## config.mk

```make
export PLATFORM = sky130hd
export DESIGN_NAME = usart_loopback
export DESIGN_NICKNAME = d
export VERILOG_FILES = /design/src/rtl/usart_loopback.sv
export SDC_FILE = /design/constraint.sdc
export NUM_CORES = 1
export LEC_CHECK = 0
export CAP_MARGIN = 20
export CORE_UTILIZATION = 59
export DETAILED_ROUTE_END_ITERATION = 10
export PLACE_DENSITY = 0.88
export RECOVER_POWER = 25
export REMOVE_ABC_BUFFERS = 1
export SETUP_SLACK_MARGIN = 0.4
export SLEW_MARGIN = 5
export SYNTH_ARGS = -nofsm -noshare
export SYNTH_HDL_FRONTEND = slang
export SYNTH_SLANG_ARGS = --single-unit
```

## constraint.sdc

```tcl
create_clock -name CLK -period 3.15 [get_ports CLK]
set_input_delay 0.63 -clock CLK [delete_from_list [all_inputs] [get_ports CLK]]
set_output_delay 0.63 -clock CLK [all_outputs]
set_load 0.05 [all_outputs]
```

## src/rtl/usart_loopback.sv

```systemverilog
// ============================================================================
// Module      : usart_loopback
// Description : UART-framed loopback. A parallel word is serialized (start,
//               8 data LSB-first, parity, stop) onto an internal line and
//               deserialized back into a registered word with parity check.
// Revision    : 1.0 - initial release
// ============================================================================
`default_nettype none

module usart_loopback #(
    parameter int CLKS_PER_BIT  = 1,
    parameter int TX_PARITY_ODD = 0,
    parameter int RX_PARITY_ODD = 0
) (
    input  logic CLK,
    input  logic CLR,
    input  logic CLK_rec,
    input  logic I_0,
    input  logic I_1,
    input  logic I_2,
    input  logic I_3,
    input  logic I_4,
    input  logic I_5,
    input  logic I_6,
    input  logic I_7,
    output logic O_0,
    output logic O_1,
    output logic O_2,
    output logic O_3,
    output logic O_4,
    output logic O_5,
    output logic O_6,
    output logic O_7,
    output logic parity_err,
    output logic transfer
);

    localparam int c_CNT_W = (CLKS_PER_BIT > 1) ? $clog2(CLKS_PER_BIT) : 1;
    localparam logic [c_CNT_W-1:0] c_LAST = c_CNT_W'(CLKS_PER_BIT - 1);
    localparam logic [c_CNT_W-1:0] c_HALF = c_CNT_W'(CLKS_PER_BIT / 2);
    localparam logic [c_CNT_W-1:0] c_ONE  = c_CNT_W'(1);
    localparam logic c_TX_ODD = (TX_PARITY_ODD != 0);
    localparam logic c_RX_ODD = (RX_PARITY_ODD != 0);

    localparam logic [2:0] c_ST_IDLE   = 3'd0;
    localparam logic [2:0] c_ST_START  = 3'd1;
    localparam logic [2:0] c_ST_DATA   = 3'd2;
    localparam logic [2:0] c_ST_PARITY = 3'd3;
    localparam logic [2:0] c_ST_STOP   = 3'd4;
    localparam logic [2:0] c_ST_WAIT   = 3'd5;

    // The receiver-clock pin is kept only for board compatibility.
    logic w_unused_clk_rec;
    assign w_unused_clk_rec = CLK_rec;

    logic [7:0] w_tx_word;
    assign w_tx_word = {I_7, I_6, I_5, I_4, I_3, I_2, I_1, I_0};

    // ------------------------------------------------------------------ TX
    logic [2:0]         r_tx_state, w_tx_state_nxt;
    logic [c_CNT_W-1:0] r_tx_cnt,   w_tx_cnt_nxt;
    logic [2:0]         r_tx_idx,   w_tx_idx_nxt;
    logic [7:0]         r_tx_shift, w_tx_shift_nxt;
    logic               r_tx_par,   w_tx_par_nxt;
    logic               r_txd,      w_txd_nxt;
    logic               w_tx_bit_end;

    assign w_tx_bit_end = (r_tx_cnt == c_LAST);

    always_ff @(posedge CLK) begin
        if (CLR) begin
            r_tx_state <= c_ST_IDLE;
            r_tx_cnt   <= '0;
            r_tx_idx   <= '0;
            r_tx_shift <= '0;
            r_tx_par   <= 1'b0;
            r_txd      <= 1'b1;
        end else begin
            r_tx_state <= w_tx_state_nxt;
            r_tx_cnt   <= w_tx_cnt_nxt;
            r_tx_idx   <= w_tx_idx_nxt;
            r_tx_shift <= w_tx_shift_nxt;
            r_tx_par   <= w_tx_par_nxt;
            r_txd      <= w_txd_nxt;
        end
    end

    // txd is loaded with the value of the bit being entered, so it is
    // registered and changes exactly on bit boundaries.
    always_comb begin
        w_tx_state_nxt = r_tx_state;
        w_tx_cnt_nxt   = w_tx_bit_end ? '0 : r_tx_cnt + c_ONE;
        w_tx_idx_nxt   = r_tx_idx;
        w_tx_shift_nxt = r_tx_shift;
        w_tx_par_nxt   = r_tx_par;
        w_txd_nxt      = r_txd;
        if (w_tx_bit_end) begin
            case (r_tx_state)
                c_ST_IDLE: begin
                    w_tx_shift_nxt = w_tx_word;
                    w_tx_par_nxt   = (^w_tx_word) ^ c_TX_ODD;
                    w_txd_nxt      = 1'b0;
                    w_tx_state_nxt = c_ST_START;
                end
                c_ST_START: begin
                    w_txd_nxt      = r_tx_shift[0];
                    w_tx_idx_nxt   = 3'd0;
                    w_tx_state_nxt = c_ST_DATA;
                end
                c_ST_DATA: begin
                    w_tx_shift_nxt = {1'b0, r_tx_shift[7:1]};
                    if (r_tx_idx == 3'd7) begin
                        w_txd_nxt      = r_tx_par;
                        w_tx_state_nxt = c_ST_PARITY;
                    end else begin
                        w_txd_nxt    = r_tx_shift[1];
                        w_tx_idx_nxt = r_tx_idx + 3'd1;
                    end
                end
                c_ST_PARITY: begin
                    w_txd_nxt      = 1'b1;
                    w_tx_state_nxt = c_ST_STOP;
                end
                default: begin
                    w_txd_nxt      = 1'b1;
                    w_tx_state_nxt = c_ST_IDLE;
                end
            endcase
        end
    end

    // ------------------------------------------------------------------ RX
    logic [2:0]         r_rx_state, w_rx_state_nxt;
    logic [c_CNT_W-1:0] r_rx_cnt,   w_rx_cnt_nxt;
    logic [2:0]         r_rx_idx,   w_rx_idx_nxt;
    logic [7:0]         r_rx_shift, w_rx_shift_nxt;
    logic               r_rx_par,   w_rx_par_nxt;
    logic [7:0]         r_out,      w_out_nxt;
    logic               r_perr,     w_perr_nxt;
    logic               r_transfer, w_transfer_nxt;
    logic               w_rx_bit_end;

    assign w_rx_bit_end = (r_rx_cnt == c_LAST);

    always_ff @(posedge CLK) begin
        if (CLR) begin
            r_rx_state <= c_ST_IDLE;
            r_rx_cnt   <= '0;
            r_rx_idx   <= '0;
            r_rx_shift <= '0;
            r_rx_par   <= 1'b0;
            r_out      <= '0;
            r_perr     <= 1'b0;
            r_transfer <= 1'b0;
        end else begin
            r_rx_state <= w_rx_state_nxt;
            r_rx_cnt   <= w_rx_cnt_nxt;
            r_rx_idx   <= w_rx_idx_nxt;
            r_rx_shift <= w_rx_shift_nxt;
            r_rx_par   <= w_rx_par_nxt;
            r_out      <= w_out_nxt;
            r_perr     <= w_perr_nxt;
            r_transfer <= w_transfer_nxt;
        end
    end

    // The start-detect sample is cycle 0 of the start bit; every later
    // sample lands floor(N/2) cycles into its bit.
    always_comb begin
        w_rx_state_nxt = r_rx_state;
        w_rx_cnt_nxt   = r_rx_cnt;
        w_rx_idx_nxt   = r_rx_idx;
        w_rx_shift_nxt = r_rx_shift;
        w_rx_par_nxt   = r_rx_par;
        w_out_nxt      = r_out;
        w_perr_nxt     = r_perr;
        w_transfer_nxt = 1'b0;
        case (r_rx_state)
            c_ST_IDLE: begin
                if (!r_txd) begin
                    w_rx_idx_nxt = 3'd0;
                    if (c_HALF == '0) begin
                        w_rx_cnt_nxt   = '0;
                        w_rx_state_nxt = c_ST_DATA;
                    end else begin
                        w_rx_cnt_nxt   = c_ONE;
                        w_rx_state_nxt = c_ST_START;
                    end
                end
            end
            c_ST_START: begin
                if (r_rx_cnt == c_HALF) begin
                    w_rx_cnt_nxt   = '0;
                    w_rx_state_nxt = r_txd ? c_ST_IDLE : c_ST_DATA;
                end else begin
                    w_rx_cnt_nxt = r_rx_cnt + c_ONE;
                end
            end
            c_ST_DATA: begin
                if (w_rx_bit_end) begin
                    w_rx_cnt_nxt   = '0;
                    w_rx_shift_nxt = {r_txd, r_rx_shift[7:1]};
                    if (r_rx_idx == 3'd7) begin
                        w_rx_state_nxt = c_ST_PARITY;
                    end else begin
                        w_rx_idx_nxt = r_rx_idx + 3'd1;
                    end
                end else begin
                    w_rx_cnt_nxt = r_rx_cnt + c_ONE;
                end
            end
            c_ST_PARITY: begin
                if (w_rx_bit_end) begin
                    w_rx_cnt_nxt   = '0;
                    w_rx_par_nxt   = r_txd;
                    w_rx_state_nxt = c_ST_STOP;
                end else begin
                    w_rx_cnt_nxt = r_rx_cnt + c_ONE;
                end
            end
            c_ST_STOP: begin
                if (w_rx_bit_end) begin
                    w_rx_cnt_nxt = '0;
                    if (r_txd) begin
                        w_out_nxt      = r_rx_shift;
                        w_perr_nxt     = r_rx_par ^ ((^r_rx_shift) ^ c_RX_ODD);
                        w_transfer_nxt = 1'b1;
                        w_rx_state_nxt = c_ST_IDLE;
                    end else begin
                        // Framing error: drop the byte and wait for an idle line.
                        w_rx_state_nxt = c_ST_WAIT;
                    end
                end else begin
                    w_rx_cnt_nxt = r_rx_cnt + c_ONE;
                end
            end
            c_ST_WAIT: begin
                if (r_txd) begin
                    w_rx_state_nxt = c_ST_IDLE;
                end
            end
            default: begin
                w_rx_state_nxt = c_ST_IDLE;
            end
        endcase
    end

    assign {O_7, O_6, O_5, O_4, O_3, O_2, O_1, O_0} = r_out;
    assign parity_err = r_perr;
    assign transfer   = r_transfer;

endmodule

`default_nettype wire

```

==> summary.txt, run 1 <==
outcome -> finished, violations left
failing checks -> capacitance limit, slew limit
root buffer cell -> clkbuf_4
DR iter-0 viols -> 28
first-pass GRT wire length -> 5480 µm
Pwr Density -> 448 nW/µm²
# nets final -> 236
fmax -> 406 MHz
Resized cells post-CTS -> 0
setup TNS -> 0 ps
asr flop ratio synth -> 0%
most frequent cells in the layout -> 42 x dfxtp_1, 36 x nand2_1, 24 x a21oi_1
Antenna Nets Post-Route -> 0
final core utilization -> 70.3%
Period minus WS final -> 2460 ps
wire per inst -> 11.6 µm
unrepaired setup endpoints after global routing -> no
core area -> 3030 µm²
initial antenna violation count -> 0
Worst EP required -> 3390 ps
die area -> 3400 µm²
CTS Buf Count -> 5
Clock Path Buffers -> 2
Max Cap Viol -> 1
setup bufs post-CTS -> 0
Synth Flop Type -> dfxtp_1
clk slew on worst S/H paths -> 110 ps
hold buffer count at CTS -> 0
initial core utilization -> 61.9%
gpl congestion -> 0.754
total track usage -> 21.3%
total grt overflow -> 0
P_leak -> 0.746 nW
worst hold path class -> register to register
CP Class -> primary input to register
post-synthesis cell type count -> 38
total wire length -> 3080 µm
final setup fails -> 0
most common cell after layout, fill and taps aside -> dfxtp_1
Die Width -> 58.3 µm
drt via density -> 5.30
Area Overhead vs Synth -> 13.6%
Tcrit/Tclk final -> 78.1%
Placement Rows -> 20
Total Power -> 953 µW
Hold WS -> 459 ps
total clock sinks -> 42
Die Ht -> 58.3 µm
critical path data arrival time -> 2700 ps
Seq cells post-synth -> 42
TritonCTS clock tree -> built
post-synthesis cell count -> 205
Top Ports -> 21
Final Hold Violating Endpoints -> 0
post-route DRC violation count -> 0
largest net degree at the start of global routing -> 42
post-synthesis sequential area ratio -> 44.9%
startpoint types -> primary input
relative slew slack -> -15.3%
vias in the first global route -> 1,298
Setup Skew -> 5.73 ps
Final Slew Violations -> 42
EDFF count, synth -> 0
Port Buf Inserts -> 19
Peak VDD IR -> 0.311 mV
Crit Path Max Fanout -> 41
ant diodes -> 0
DR pass1 iterations -> 4
average size of a mapped cell -> 9.14 µm²
Worst-Margin Slew -> 1730 ps
H-tree Lvls -> 2
share of post-route cells with drive strength above 1 -> 5.86%
crit path capture type -> register
warning count from the yosys run -> 0
dpl hpwl -> 2090 µm
Cell Area, Synth -> 1870 µm²
Vias -> 1,409
filler cell count -> 238
Clock Latency Late Sink -> 350 ps
==> path summary, 6_finish.rpt <==
path                                                  from                  endpoint  slack (ps)  cells after the start
worst max-delay path                                   CLR   parity_err$_SDFFE_PP0P_         690                      5
worst min-delay path                 r_out[7]$_SDFFE_PP0P_     r_out[7]$_SDFFE_PP0P_         460                      2
worst max register to register  r_tx_state[1]$_SDFFE_PP0P_  r_tx_idx[2]$_SDFFE_PP0P_        1390                      4
worst min register to register       r_out[7]$_SDFFE_PP0P_     r_out[7]$_SDFFE_PP0P_         460                      2
==> metal layers <==
| layer | up-vias | wire length (µm) | GRT usage [%] |
|---|---|---|---|
| met3 | 6 | 92 | 6.59 |
| met4 | 0 | 38 | 6.46 |
| met1 | 651 | 1460 | 25.8 |
| li1 | 731 | - | - |
| met5 | - | 0 | 0 |
| met2 | 21 | 1490 | 36.3 |
==> final cells by class <==
cell class                 instances  area [µm²]  area share, %
multi-input combinational        150         967           45.4
sequential                        42         841           39.5
clock buffer                       7        55.1           2.59
clock inverter                     1        5.00          0.235
inverter                           1        3.75          0.176
tap                               44        55.1           2.59
timing repair buffer              21         201           9.47
==> power breakdown <==
part	switching (mW)	internal [mW]	leakage [nW]
clock network	0.165	0.108	0.0353
logic	0.0521	0.0553	0.369
registers	0.0223	0.550	0.342
==> worst max-delay path, stage by stage <==
cell and delay, ps:
clkdlybuf4s50_1 450, clkbuf_1 1240, nor2_2 120, nand3b_1 150
o211ai_1 90
==> synthesized netlist by cell type, types with 2 or more instances <==
library cell,n,share of area [%]
nand2b_1,4,1.3
buf_2,7,1.9
ha_1,4,2.7
a21oi_1,24,6.4
nor3b_1,3,1.2
nand2_1,36,7.2
xor2_1,2,0.94
xnor2_1,10,4.7
mux2i_1,10,5.3
nor2b_1,2,0.67
clkbuf_1,4,0.80
nor2_1,16,3.2
dfxtp_1,42,45
nand3b_1,6,2.4
nand3_1,3,0.80
a22oi_1,2,0.80
o21ai_1,2,0.53
a211oi_1,8,3.2
==> registers in the layout (all words and copies together) (netlist names) <==
name	cells
r_rx_idx	3
r_out	8
r_tx_state	3
r_txd	1
r_tx_cnt	1
r_tx_par	1
r_tx_shift	8
r_tx_idx	3
r_rx_par	1
transfer	1
r_rx_state	3
r_rx_shift	8
parity_err	1
==> per-stage QoR <==
step	worst slack, ps	area [µm²]	cells
2_1_floorplan	1580	1810	193
3_3_place_gp	1290	2070	258
3_5_place_dp	1280	2070	258
4_1_cts	1000	2130	266
5_1_grt	512	2130	266
6_report	689	2130	266
==> logic make-up (layout without fill, tap and decap cells) <==
| group | count (synthesis) | after routing | share of synthesized area (%) |
|---|---|---|---|
| other | 1 | 1 | 0.200 |
| buffers and inverters | 13 | 30 | 3.47 |
| flip-flops | 42 | 42 | 44.9 |
| XOR/XNOR | 13 | 13 | 6.81 |
| AND/OR/NAND/NOR | 81 | 81 | 22.6 |
| adder cells (fa/ha/maj) | 4 | 4 | 2.67 |
| AO/OA/AOI/OAI | 41 | 41 | 14.0 |
| multiplexers | 10 | 10 | 5.34 |
Note: power is estimated with default switching activity, not from simulation.
==> run 2, diff against run 1 <==
Settings changed: CORE_UTILIZATION 59 to 49, PLACE_DENSITY 0.88 to 0.79.
Clock period 3.15 ns to 2.13 ns, I/O delays scaled along.
==> run 2 against run 1 <==
The flow now finishes without violations. Die area up 20%. Non-clock buffer count rose by 1. Worst setup slack lost 320 ps. Clock power grew 120%. First-iteration DRC count rose by 130%. Global-route usage shrank 3.3 points. Total power is 69% higher. Routed wire length rose by 2.6%. Critical path depth is 2 lower. Utilization is 11 points lower. Sequential power is 47% higher. Sequential share of layout area fell by 0.91 points. Largest cell class unchanged.
==> summary.txt, run 2 (same netlist as run 1, synthesis figures left out) <==
Port Buf Inserts -> 19
startpoint types -> primary input
combinational group share of total power -> 10.1%
Vias -> 1,374
die area -> 4070 µm²
top flop regs -> r_out x8, r_rx_shift x8, r_tx_shift x8
dpl hpwl -> 2090 µm
Die Width -> 63.8 µm
ant diodes -> 0
Worst-Margin Slew -> 807 ps
# nets final -> 237
Placement Rows -> 22
largest net degree at the start of global routing -> 42
worst hold path class -> register to register
drt via density -> 5.07
multi-input logic area -> 967 µm²
R2R depth -> 5
fmax -> 567 MHz
Max Cap Viol -> 0
setup TNS -> 0 ps
Antenna Nets Post-Route -> 0
TritonCTS clock tree -> built
total track usage -> 18.0%
vias in the first global route -> 1,260
sw frac -> 23.2%
cell-internal power -> 1.24 mW
P_leak -> 0.826 nW
CTS Buf Count -> 5
Clk pwr share -> 37.8%
Peak VDD IR -> 0.492 mV
Worst EP required -> 2290 ps
Top Ports -> 21
Tcrit/Tclk final -> 82.8%
sequential share of power -> 52.2%
worst r2r src -> r_rx_idx[0]$_SDFFE_PP0P_
Crit Path Max Fanout -> 41
Net Sw Power -> 375 µW
initial core utilization -> 51.2%
WHS Path Cells -> 2
most frequent cells in the layout -> 42 x dfxtp_1, 36 x nand2_1, 24 x a21oi_1
crit path capture type -> register
H-tree Lvls -> 2
Period minus WS final -> 1760 ps
DR pass1 iterations -> 4
Final Hold Violating Endpoints -> 0
register area -> 841 µm²
final core utilization -> 59.5%
first-pass GRT wire length -> 5680 µm
post-route DRC violation count -> 0
Die Ht -> 63.8 µm
unrepaired setup endpoints after global routing -> no
total grt overflow -> 0
share of post-route cells with drive strength above 1 -> 7.17%
Pwr Density -> 741 nW/µm²
core area -> 3660 µm²
DR iter-0 viols -> 65
root buffer cell -> clkbuf_8
CP Class -> primary input to register
Clock Path Buffers -> 2
clk slew on worst S/H paths -> 80 ps
Setup Skew -> 5.80 ps
Area Overhead vs Synth -> 16.3%
Clock Latency Late Sink -> 290 ps
most common cell after layout, fill and taps aside -> dfxtp_1
total clock sinks -> 42
R2R Path End -> r_rx_idx[0]$_SDFFE_PP0P_
total wire length -> 3160 µm
final setup fails -> 0
initial antenna violation count -> 0
gpl congestion -> 0.764
Hold Path Sink -> r_out[4]$_SDFFE_PP0P_
Final Slew Violations -> 0
wire per inst -> 11.6 µm
R2R setup slack -> 490 ps
outcome -> finished, final reports clean
min-delay src -> r_out[4]$_SDFFE_PP0P_
filler cell count -> 337
critical path data arrival time -> 1930 ps
relative slew slack -> 46.2%
## run 2: cell count changes in the layout (fill, tap and decap cells not counted), moves of 2 or more
cell             before  now
clkbuf_4              5    0
dlygate4sd2_1         0   10
clkdlybuf4s50_1      19    8
clkbuf_8              1    5
clkbuf_1              2    0
## run 2: worst max-delay path: stages
cell	delay, ps
dlygate4sd3_1	530
clkbuf_2	470
a2111oi_0	500
## run 2: how the worst max path moves through the flow
stage                                           from                          to  depth (start not counted)
after floorplan           r_rx_state[1]$_SDFFE_PP0P_    r_rx_idx[1]$_SDFFE_PP0P_                          3
after global placement                           I_4       r_tx_par$_SDFFE_PP0P_                          5
after detailed placement                         I_5       r_tx_par$_SDFFE_PP0P_                          5
after CTS                   r_rx_idx[0]$_SDFFE_PP0P_    r_rx_idx[0]$_SDFFE_PP0P_                          5
after global routing                             CLR  r_rx_state[1]$_SDFFE_PP0P_                          3
final                                            CLR  r_rx_state[1]$_SDFFE_PP0P_                          3
## run 2: repair_timing
action / 4_1_cts / 5_1_grt
gates resized for setup: 10 / 0
buffers inserted: 0 / 0
endpoints found under the setup margin: 10 / 0
hold buffers: 0 / 0
hold endpoints to repair: 0 / 0
## run 2: power by group through the flow
| stage | combinational (mW) | sequential (mW) | clock (mW) |
|---|---|---|---|
| global route | 0.180 | 0.846 | 0.666 |
| CTS | 0.169 | 0.842 | 0.627 |
| detailed placement | 0.167 | 0.860 | 0 |
| floorplan | 0.108 | 0.856 | 0 |
| global placement | 0.164 | 0.859 | 0 |
| finish | 0.163 | 0.842 | 0.610 |
## run 2: layer usage
| layer | vias up | share of wire, % | global-route usage [%] |
|---|---|---|---|
| met5 | - | 0 | 0 |
| met4 | 0 | 1.5 | 7.67 |
| met3 | 4 | 2.9 | 4.82 |
| met2 | 22 | 44 | 27.3 |
| met1 | 614 | 51 | 23.9 |
| li1 | 734 | - | - |
## run 2: through the flow
stage	hold WS, ps	instances	area (µm²)	worst slack [ps]	total power [mW]
finish	452	271	2180	366	1.61
global route	481	271	2180	242	1.69
CTS	456	271	2190	489	1.64
detailed placement	447	263	2100	439	1.03
global placement	443	263	2100	513	1.02
floorplan	440	193	1810	565	0.964
## run 2: area by class of cell
type | count | share of cell area (%)
multi-input combinational | 150 | 44.4
sequential | 42 | 38.6
timing repair buffer | 22 | 9.08
clock buffer | 5 | 3.16
tap | 48 | 2.76
clock inverter | 3 | 1.84
inverter | 1 | 0.172
